<file path="config.mk">
export PLATFORM = sky130hd
export DESIGN_NAME = pc_stack_unit
export DESIGN_NICKNAME = d
export VERILOG_FILES = /design/src/rtl/pc_stack_unit.sv
export SDC_FILE = /design/constraint.sdc
export NUM_CORES = 1
export LEC_CHECK = 0
export BUFFER_PORTS_ARGS = -buffer_cell sky130_fd_sc_hd__buf_2
export CORE_ASPECT_RATIO = 1.4
export CORE_MARGIN = 2
export CORE_UTILIZATION = 60
export CTS_CLUSTER_DIAMETER = 80
export DETAILED_ROUTE_END_ITERATION = 6
export PLACE_DENSITY_LB_ADDON = 0.1
export SKIP_LAST_GASP = 1
export SLEW_MARGIN = 10
export SYNTH_ARGS = -nofsm -noshare
export SYNTH_HDL_FRONTEND = slang
export SYNTH_SLANG_ARGS = --single-unit
export TNS_END_PERCENT = 1
</file>
<file path="constraint.sdc">
create_clock -name clk -period 8 [get_ports clk]
set_input_delay 2.4 -clock clk [delete_from_list [all_inputs] [get_ports clk]]
set_output_delay 2.4 -clock clk [all_outputs]
set_load 0.01 [all_outputs]
</file>
<file path="src/rtl/pc_stack_unit.sv">
`default_nettype none
// ============================================================================
//  Module      : pc_stack_unit
//  Description : Program counter with increment, skip, jump, call/return
//                through a hardware return stack, and sticky overflow and
//                underflow reporting. Advances once per enabled cycle.
//  Revision    : 1.0 - initial release
// ============================================================================
module pc_stack_unit #(
    parameter int PC_WIDTH     = 11,
    parameter int STACK_DEPTH  = 8,
    parameter int RESET_VECTOR = 0,
    parameter int WRAP_STACK   = 1
) (
    input  logic                                 clk,
    input  logic                                 reset,
    input  logic                                 en,
    input  logic [2:0]                           op,
    input  logic [PC_WIDTH-1:0]                  target,
    input  logic                                 clr_flags,
    output logic [PC_WIDTH-1:0]                  counter,
    output logic [$clog2(STACK_DEPTH+1)-1:0]     depth,
    output logic                                 stack_full,
    output logic                                 stack_empty,
    output logic                                 overflow,
    output logic                                 underflow
);

    localparam int SP_W    = $clog2(STACK_DEPTH);
    localparam int DEPTH_W = $clog2(STACK_DEPTH+1);

    localparam logic [2:0] c_op_inc    = 3'd0;
    localparam logic [2:0] c_op_skip   = 3'd1;
    localparam logic [2:0] c_op_goto   = 3'd2;
    localparam logic [2:0] c_op_call   = 3'd3;
    localparam logic [2:0] c_op_return = 3'd4;
    localparam logic [2:0] c_op_hold   = 3'd5;

    localparam logic [PC_WIDTH-1:0] c_reset_pc  = PC_WIDTH'(RESET_VECTOR);
    localparam logic [SP_W-1:0]     c_sp_last   = SP_W'(STACK_DEPTH - 1);
    localparam logic [DEPTH_W-1:0]  c_depth_max = DEPTH_W'(STACK_DEPTH);

    logic [PC_WIDTH-1:0] counter_q,   counter_d;
    logic [SP_W-1:0]     sp_q,        sp_d;
    logic [DEPTH_W-1:0]  depth_q,     depth_d;
    logic                overflow_q,  overflow_d;
    logic                underflow_q, underflow_d;
    logic [PC_WIDTH-1:0] stk_q [STACK_DEPTH];
    logic [PC_WIDTH-1:0] stk_d [STACK_DEPTH];

    logic [PC_WIDTH-1:0] w_pc_inc;
    logic [PC_WIDTH-1:0] w_pc_skip;
    logic [SP_W-1:0]     w_sp_inc;
    logic [SP_W-1:0]     w_sp_dec;
    logic [PC_WIDTH-1:0] w_pop_data;
    logic                w_full;
    logic                w_empty;

    // Successor PCs and circular pointer neighbours (explicit wrap so
    // non-power-of-two depths still cycle through exactly STACK_DEPTH slots).
    always_comb begin
        w_pc_inc   = counter_q + PC_WIDTH'(1);
        w_pc_skip  = counter_q + PC_WIDTH'(2);
        w_sp_inc   = (sp_q == c_sp_last) ? '0 : sp_q + SP_W'(1);
        w_sp_dec   = (sp_q == '0) ? c_sp_last : sp_q - SP_W'(1);
        w_pop_data = stk_q[w_sp_dec];
        w_full     = (depth_q == c_depth_max);
        w_empty    = (depth_q == '0);
    end

    // Next-state decode: flag clear is applied first so a same-edge set wins.
    always_comb begin
        counter_d   = counter_q;
        sp_d        = sp_q;
        depth_d     = depth_q;
        stk_d       = stk_q;
        overflow_d  = overflow_q  & ~clr_flags;
        underflow_d = underflow_q & ~clr_flags;

        if (en) begin
            case (op)
                c_op_skip: counter_d = w_pc_skip;
                c_op_goto: counter_d = target;
                c_op_hold: counter_d = counter_q;
                c_op_call: begin
                    counter_d = target;
                    if (!w_full) begin
                        stk_d[sp_q] = w_pc_inc;
                        sp_d        = w_sp_inc;
                        depth_d     = depth_q + DEPTH_W'(1);
                    end else begin
                        overflow_d = 1'b1;
                        // Circular stack overwrites the oldest entry; the
                        // guarded stack drops the push but still jumps.
                        if (WRAP_STACK != 0) begin
                            stk_d[sp_q] = w_pc_inc;
                            sp_d        = w_sp_inc;
                        end
                    end
                end
                c_op_return: begin
                    if (!w_empty) begin
                        counter_d = w_pop_data;
                        sp_d      = w_sp_dec;
                        depth_d   = depth_q - DEPTH_W'(1);
                    end else begin
                        underflow_d = 1'b1;
                        // Circular stack returns the stale entry below sp;
                        // the guarded stack degrades to a plain increment.
                        if (WRAP_STACK != 0) begin
                            counter_d = w_pop_data;
                            sp_d      = w_sp_dec;
                        end else begin
                            counter_d = w_pc_inc;
                        end
                    end
                end
                default: counter_d = w_pc_inc;
            endcase
        end
    end

    // State registers; reset discards any operation on the same edge.
    always_ff @(posedge clk) begin
        if (reset) begin
            counter_q   <= c_reset_pc;
            sp_q        <= '0;
            depth_q     <= '0;
            overflow_q  <= 1'b0;
            underflow_q <= 1'b0;
            for (int i = 0; i < STACK_DEPTH; i++) begin
                stk_q[i] <= '0;
            end
        end else begin
            counter_q   <= counter_d;
            sp_q        <= sp_d;
            depth_q     <= depth_d;
            overflow_q  <= overflow_d;
            underflow_q <= underflow_d;
            stk_q       <= stk_d;
        end
    end

    // Outputs straight from registers; full/empty decode from depth only.
    always_comb begin
        counter     = counter_q;
        depth       = depth_q;
        overflow    = overflow_q;
        underflow   = underflow_q;
        stack_full  = w_full;
        stack_empty = w_empty;
    end

endmodule
`default_nettype wire

</file>
Word-level counts from Yosys, hierarchy flattened

Cells that the tools add are included.

$lt $le $gt $ge: 3
Equal/unequal tests: 9
Bitwise logic cells: 6
$add $sub $neg: 6
Reduce and logical (&&, ||, !) cells: 9
Mux-type cells: 19

Operators by type and width:

| operator              | count |
|---|---|
| $bwmux 88             | 1 |
| $pmux 11 s4           | 1 |
| $bmux 11 s3           | 1 |
| $demux 11 s3          | 1 |
| $mux 11               | 3 |
| $add 11x1->11 const B | 1 |
| $add 11x2->11 const B | 1 |
| $eq 3x3->1 const B    | 3 |
| $ge 4x4->1 const B    | 2 |
| $mux 4                | 2 |
| $not 3->4             | 2 |
| $pmux 4 s2            | 1 |
| $eq 3x2->1 const B    | 2 |
| $mux 1                | 6 |
| $mux 3                | 2 |
| $pmux 3 s2            | 1 |
| $reduce_and 2->1      | 3 |
| $add 4x1->4 const B   | 1 |
| $eq 4x4->1 const B    | 1 |
| $logic_not 4->1       | 1 |
| $lt 4x1->1 const B    | 1 |
| $ne 2x2->1 const B    | 2 |
| $reduce_and 4->1      | 1 |
| $sub 4x1->4 const B   | 1 |
| other kinds (9)       | 11 |

Input port bits: 18
Output and inout port bits: 19
Flip-flop bits (word level): 108

Logic depth before layout (Yosys ltp)

Gate-level depths: netlist of the first run.

Depth after elaboration: 7
Gate-level depth with buffers: 10
Gate-level depth less buffers: 8

Worst setup path before layout of the first run

OpenSTA, ideal clock, no wires.

Kind: input to register
Start: in op[1]
End: reg depth_q[3] (netlist: depth[3])
Path slack: 3842 ps
Library setup time: 71 ps
Arrival: 4087 ps
Buffers on the path: 1
Stages: 9
Cell sequence: or3b_1 buf_4 clkinv_2 ha_1 a21o_1 a21oi_1 xnor2_1 or3_1 a21oi_1

Longest elaborated chain between the ends: 3

Ends and longest elaborated chain:

| what                                                                    | line | source |
|---|---|---|
| start: declaration                                                      | 18   | `input logic [2:0] op,` |
| $eq 3x3->1 / $eq 3x2->1 (equally long branches)                         | 81   | `case (op)` |
| $ne 2x2->1 (no source line) / $reduce_bool 2->1 (equally long branches) | -    |  |
| $reduce_and 4->1 (no source line)                                       | -    |  |
| end signal: assignment                                                  | 137  | `depth_q <= depth_d;` |
| end: declaration                                                        | 45   | `logic [DEPTH_W-1:0] depth_q, depth_d;` |

Several ways; a longest one is shown, not always the timed one.
A chain may end at the register's enable or synchronous reset.

Worst setup path in the final report of the first run

Start: in op[2]
End: reg depth_q[3] (netlist: depth[3])

The elaborated chain is that of the path after synthesis.

==> run metrics, run 1 <==
most frequent cells in the layout=nor2_1 (117), dfxtp_1 (108), a211oi_1 (81); Worst Setup Slack, final=3.64 ns; unrepaired setup endpoints after global routing=false; row count=40; nets@finish=585; GRT Total Usage=28.1%; worst-margin pin slew=1.16 ns; core box area=0.00851 mm^2; post-placement cell area=0.00541 mm^2; Post-synth EDFFs=0; Async S/R FF share, synth=0%; Antenna Diode Count=0; pre-CTS setup slack=3.30 ns; grt ovf=0; synth warn=0; CP Launch Type=input pin; total number of vias=4287; die area=0.00949 mm^2; worst hold-check path type=reg -> reg; CTS H-tree depth=3; Die Wd=82.9 um; worst skew pair latency=0.35 ns; post-DR wirelength/cell=19.1 um; buffer depth of the longest clock path=2; Seq cells post-synth=108; Die Y=114 um; CP Max Fanout=20; Cell Area, Synth=0.00523 mm^2; Final ANT Viol Nets=0; kind of critical path=in -> reg; Remaining DRCs=0; Final Slew Violations=0; critical path endpoint category=flop; Post-Layout Inst Area=0.00567 mm^2; Area Growth Syn to Fin=8.37%; crit path DAT=4.63 ns; largest net degree at the start of global routing=110; drt pass-1 iters=5; number of global-route vias before repair=4061; # port buffers=36; count of different cell masters after synthesis=62; max-cap violation count=0; GP Congestion=0.886; clk sinks=108; mean post-synth cell area=9.47 um^2; starting DRC count in detailed routing=362; CTS Buf Count=9; P_leak=0.00192 uW; Resize count post-CTS=0; I/O pins=37; first-pass GRT wire length=21000 um; antenna violations before repair=0; setup repair bufs after CTS=0; commonest register cell after synthesis=dfxtp_1; Root Buffer=clkbuf_16; VDD IR max=117 uV; syn_nets=579; TNS Setup=0 ns; fin crit share=54.5%; final wirelength=12800 um; outcome=completed; Starting Density=61.5%; register area share after synthesis=41.3%; Setup violations, final=0; hold_buf cts=0; TritonCTS clock tree=done; Max Clk Rate=229 MHz; most common cell after layout, fill and taps aside=nor2_1; layout cells sized above 1=14.9%; Final Hold Viols=0; CP Data Required Time=8.27 ns; pwr/cell area=190 mW/mm^2; crit path time final=4.36 ns; Max transition margin=22.6%; Mapped Cells=552; Vias/cell=6.42; DP HPWL=8400 um; CTS clk-pin slew, worst paths=0.07 ns; Setup Skew=0.00883 ns
[path summary, 6_finish.rpt]
check / depth (start not counted) / slack, ns / from / to
max: 9 / 3.64 / op[2] / depth[3]
min: 2 / 0.49 / stk_q[44] / stk_q[44]
max reg2reg: 8 / 4.73 / sp_q[0] / counter[4]
min reg2reg: 2 / 0.49 / stk_q[44] / stk_q[44]
[cell families after synthesis]
group           count (synthesis)  share of synthesized area (%)
flops                         108                           41.3
compound gates                143                           20.1
fa+ha+maj                       9                           2.30
buf+inv                        59                           5.17
xor+xnor                       17                           2.85
mux                            39                           13.3
simple gates                  177                           14.9
[critical path, stage by stage]
cell and delay, ns:
buf_2 0.26, or3b_1 0.57, clkinv_2 0.23, ha_1 0.27, a21o_1 0.19, a21oi_1 0.17, xnor2_1 0.09, or3_1 0.32
a21oi_1 0.14
[stage by stage]
stage | hold WS, ns | util (%) | instances | power [uW]
detailed placement | 0.482 | 63.5 | 652 | 683
finish | 0.492 | 66.6 | 668 | 1080
floorplan | 0.451 | - | 552 | 649
global route | 0.515 | 66.6 | 668 | 1120
CTS | 0.497 | 66.6 | 668 | 1080
global placement | 0.465 | 63.5 | 652 | 680
[sequential cells by signal, summed over array words and instances (netlist names)]
signal,flops
counter,11
depth,4
overflow,1
sp_q,3
stk_q,88
underflow,1
[metal layers]
layer	vias up	track usage, %	part of all wire [%]
met3	27	4.18	5.1
met2	133	46.8	50
met5	-	0	0
met4	0	12.7	2.0
met1	2062	36.3	43
li1	2065	-	-
[area by class of cell]
| cell class | instances | area (um^2) |
|---|---|---|
| Inverter | 10 | 38.8 |
| Timing Repair Buffer | 44 | 243 |
| Multi-Input combinational cell | 385 | 2830 |
| Tap cell | 105 | 131 |
| Clock inverter | 3 | 22.5 |
| Clock buffer | 13 | 240 |
| Sequential cell | 108 | 2160 |
| Fill cell | 716 | 2840 |
[power by group]
part / internal, uW / leakage, uW / switching [uW]
combinational: 38.9 / 0.000918 / 71.4
clock: 213 / 0.000128 / 192
sequential: 546 / 0.000873 / 15.3
[cell usage after synthesis, types with 2 or more instances]
cell type,number,share of area [%]
a21boi_1,2,0.29
nor2b_1,3,0.36
a221oi_1,3,0.50
o2111ai_1,2,0.33
a21o_1,3,0.43
clkbuf_1,28,2.0
nand4_1,4,0.48
mux2i_1,15,2.9
mux4_1,8,4.0
buf_4,2,0.29
a311oi_1,5,0.84
nor2_1,117,8.4
o22ai_1,2,0.24
nand2_1,16,1.1
nor3_1,12,1.1
xor2_1,7,1.2
o211ai_1,3,0.43
mux4_2,14,6.0
o21ai_0,5,0.48
nand3_1,6,0.57
ha_1,8,1.9
a22oi_1,6,0.86
xnor2_1,10,1.7
mux2_2,2,0.43
inv_1,9,0.65
and3_1,2,0.24
a21oi_1,17,1.6
buf_2,17,1.6
nor4_1,2,0.24
and2_1,2,0.24
or3_1,2,0.24
dfxtp_1,108,41
a211oi_1,81,12
(Power assumes the default switching activity.)
==> inputs of run 2 (changes only) <==
==> constraint.sdc (replaced) <==
create_clock -name clk -period 4.5 [get_ports clk]
set_input_delay 1.35 -clock clk [delete_from_list [all_inputs] [get_ports clk]]
set_output_delay 1.35 -clock clk [all_outputs]
set_load 0.01 [all_outputs]
==> run 2 against run 1 <==
Compared with the run above:
- sequential power is 77% higher
- worst hold slack worse by 0.0026 ns
- non-clock buffer count is 4 higher
==> run metrics, run 2 (synthesis results as in run 1) <==
critical path endpoint category=flop (unchanged); Vias/cell=6.42 (about the same); die area=0.00949 mm^2 (unchanged); fin crit share=73.4%; Setup violations, final=0 (unchanged); CTS H-tree depth=3 (unchanged); Starting Density=61.5% (unchanged); core box area=0.00851 mm^2 (unchanged); Setup Skew=0.0102 ns (was 0.00883 ns); setup repair bufs after CTS=0 (unchanged); Post-Layout Inst Area=0.00572 mm^2 (was 0.00567 mm^2); hold depth=2 (unchanged); Antenna Diode Count=0 (unchanged); Final Slew Violations=0 (unchanged); r2r worst-path depth=8 (unchanged); sequential cell area=0.00216 mm^2 (unchanged); most frequent cells in the layout=nor2_1 (117), dfxtp_1 (108), a211oi_1 (81) (unchanged); Biggest register=stk_q (unchanged); max reg flops=88 (unchanged); Max transition margin=25.7% (was 22.6%); crit path DAT=3.58 ns (was 4.63 ns); I/O pins=37 (unchanged); GP Congestion=0.869 (was 0.886); kind of critical path=in -> reg (unchanged); final wirelength=12900 um (was 12800 um); CP Launch Type=input pin (unchanged); Fill cells=703 (was 716); CP Max Fanout=20 (unchanged); CP peak stage delay=0.57 ns (about the same); crit path time final=3.30 ns; setup slack, reg-to-reg=1.38 ns (was 4.73 ns); Die Y=114 um (unchanged); crit-path most repeated cell=a21oi_1 (unchanged); outcome=completed (unchanged); total number of vias=4312 (was 4287); GRT Total Usage=27.5% (was 28.1%); Area Growth Syn to Fin=9.31% (was 8.37%); post-DR wirelength/cell=19.2 um (was 19.1 um); Max Clk Rate=303 MHz; post-placement cell area=0.00543 mm^2 (was 0.00541 mm^2); Resize count post-CTS=0 (unchanged); Root Buffer=clkbuf_16 (unchanged); CTS clk-pin slew, worst paths=0.08 ns (was 0.07 ns); layout cells sized above 1=16.2% (was 14.9%); row count=40 (unchanged); CP Data Required Time=4.77 ns (was 8.27 ns); worst hold-check path type=reg -> reg (unchanged); largest net degree at the start of global routing=110 (unchanged); buffer depth of the longest clock path=2 (unchanged); hold_buf cts=0 (unchanged); Remaining DRCs=0 (unchanged); nets@finish=589 (was 585); worst-margin pin slew=1.11 ns (was 1.16 ns); most common cell after layout, fill and taps aside=nor2_1 (unchanged); DP HPWL=8410 um (was 8400 um); first-pass GRT wire length=20700 um (was 21000 um); CP max stage cell=or3b_1 (unchanged); TritonCTS clock tree=done (unchanged); TNS Setup=0 ns (unchanged); CTS Buf Count=9 (unchanged); # port buffers=36 (unchanged); clk sinks=108 (unchanged); unrepaired setup endpoints after global routing=false (unchanged); Multi-input gate area=0.00282 mm^2 (was 0.00283 mm^2); starting DRC count in detailed routing=337 (was 362); number of global-route vias before repair=4106 (was 4061); Die Wd=82.9 um (unchanged); max-cap violation count=0 (unchanged); Final ANT Viol Nets=0 (unchanged); CP cell instances=buf_2 -> or3b_1 -> clkinv_2 -> ha_1 -> a21o_1 -> a21oi_1 -> xnor2_1 -> or3_1 -> a21oi_1 (unchanged); grt ovf=0 (unchanged); pwr/cell area=342 mW/mm^2 (was 190 mW/mm^2); P_leak=0.00195 uW (was 0.00192 uW); antenna violations before repair=0 (unchanged); Final Hold Viols=0 (unchanged); VDD IR max=265 uV (was 117 uV); drt pass-1 iters=6 (was 5); worst skew pair latency=0.35 ns (about the same)
## run 2: cell count changes in the layout (fill, tap and decap cells not counted), sizes merged
cell      delta
buf          +4
clkbuf       -4
clkinv       +1
clkinvlp     +2
inv          +1
## run 2: worst max-delay path, delay by kind of cell
kind | cells | cell delay, ns
compound gates | 3 | 0.49
xor+xnor | 1 | 0.10
fa+ha+maj | 1 | 0.26
buf+inv | 2 | 0.50
simple gates | 2 | 0.88
## run 2: metrics by stage
stage	setup WS, ns	hold slack [ns]	power, uW	utilization (%)	instances
after CTS	1.20	0.496	1960	67.2	672
after floorplan	1.39	0.451	1150	-	552
after global routing	1.03	0.515	2020	67.2	672
after global placement	0.919	0.465	1210	63.8	656
after detailed placement	0.849	0.480	1210	63.8	656
final	1.20	0.490	1950	67.2	672
## run 2: report_power, final
| group | leakage [uW] | internal [uW] | total [uW] | switching, uW |
|---|---|---|---|---|
| clock network | 0.000135 | 384 | 758 | 374 |
| logic | 0.000944 | 70.9 | 199 | 128 |
| registers | 0.000873 | 971 | 997 | 26.4 |
## run 2: routing by layer
metal / vias to the layer above / share of wire, % / track usage [%]
li1: 2065 / - / -
met1: 2075 / 43 / 34.5
met2: 148 / 50 / 47.6
met3: 24 / 5.3 / 4.97
met4: 0 / 2.2 / 10.2
met5: - / 0 / 0
## run 2: cell type report
| type | count | area share (%) |
|---|---|---|
| clock buffers | 9 | 3.94 |
| clock inverters | 7 | 1.09 |
| inverters | 10 | 0.678 |
| multi-input cells | 385 | 49.4 |
| flip-flops and latches | 108 | 37.8 |
| well taps | 105 | 2.30 |
| repair buffers | 48 | 4.77 |
## run 2: final timing paths
path                                 from         end
worst max-delay path                op[2]    depth[3]
worst max register to register    sp_q[0]  counter[8]
worst min register to register  stk_q[12]   stk_q[12]
worst min-delay path            stk_q[12]   stk_q[12]
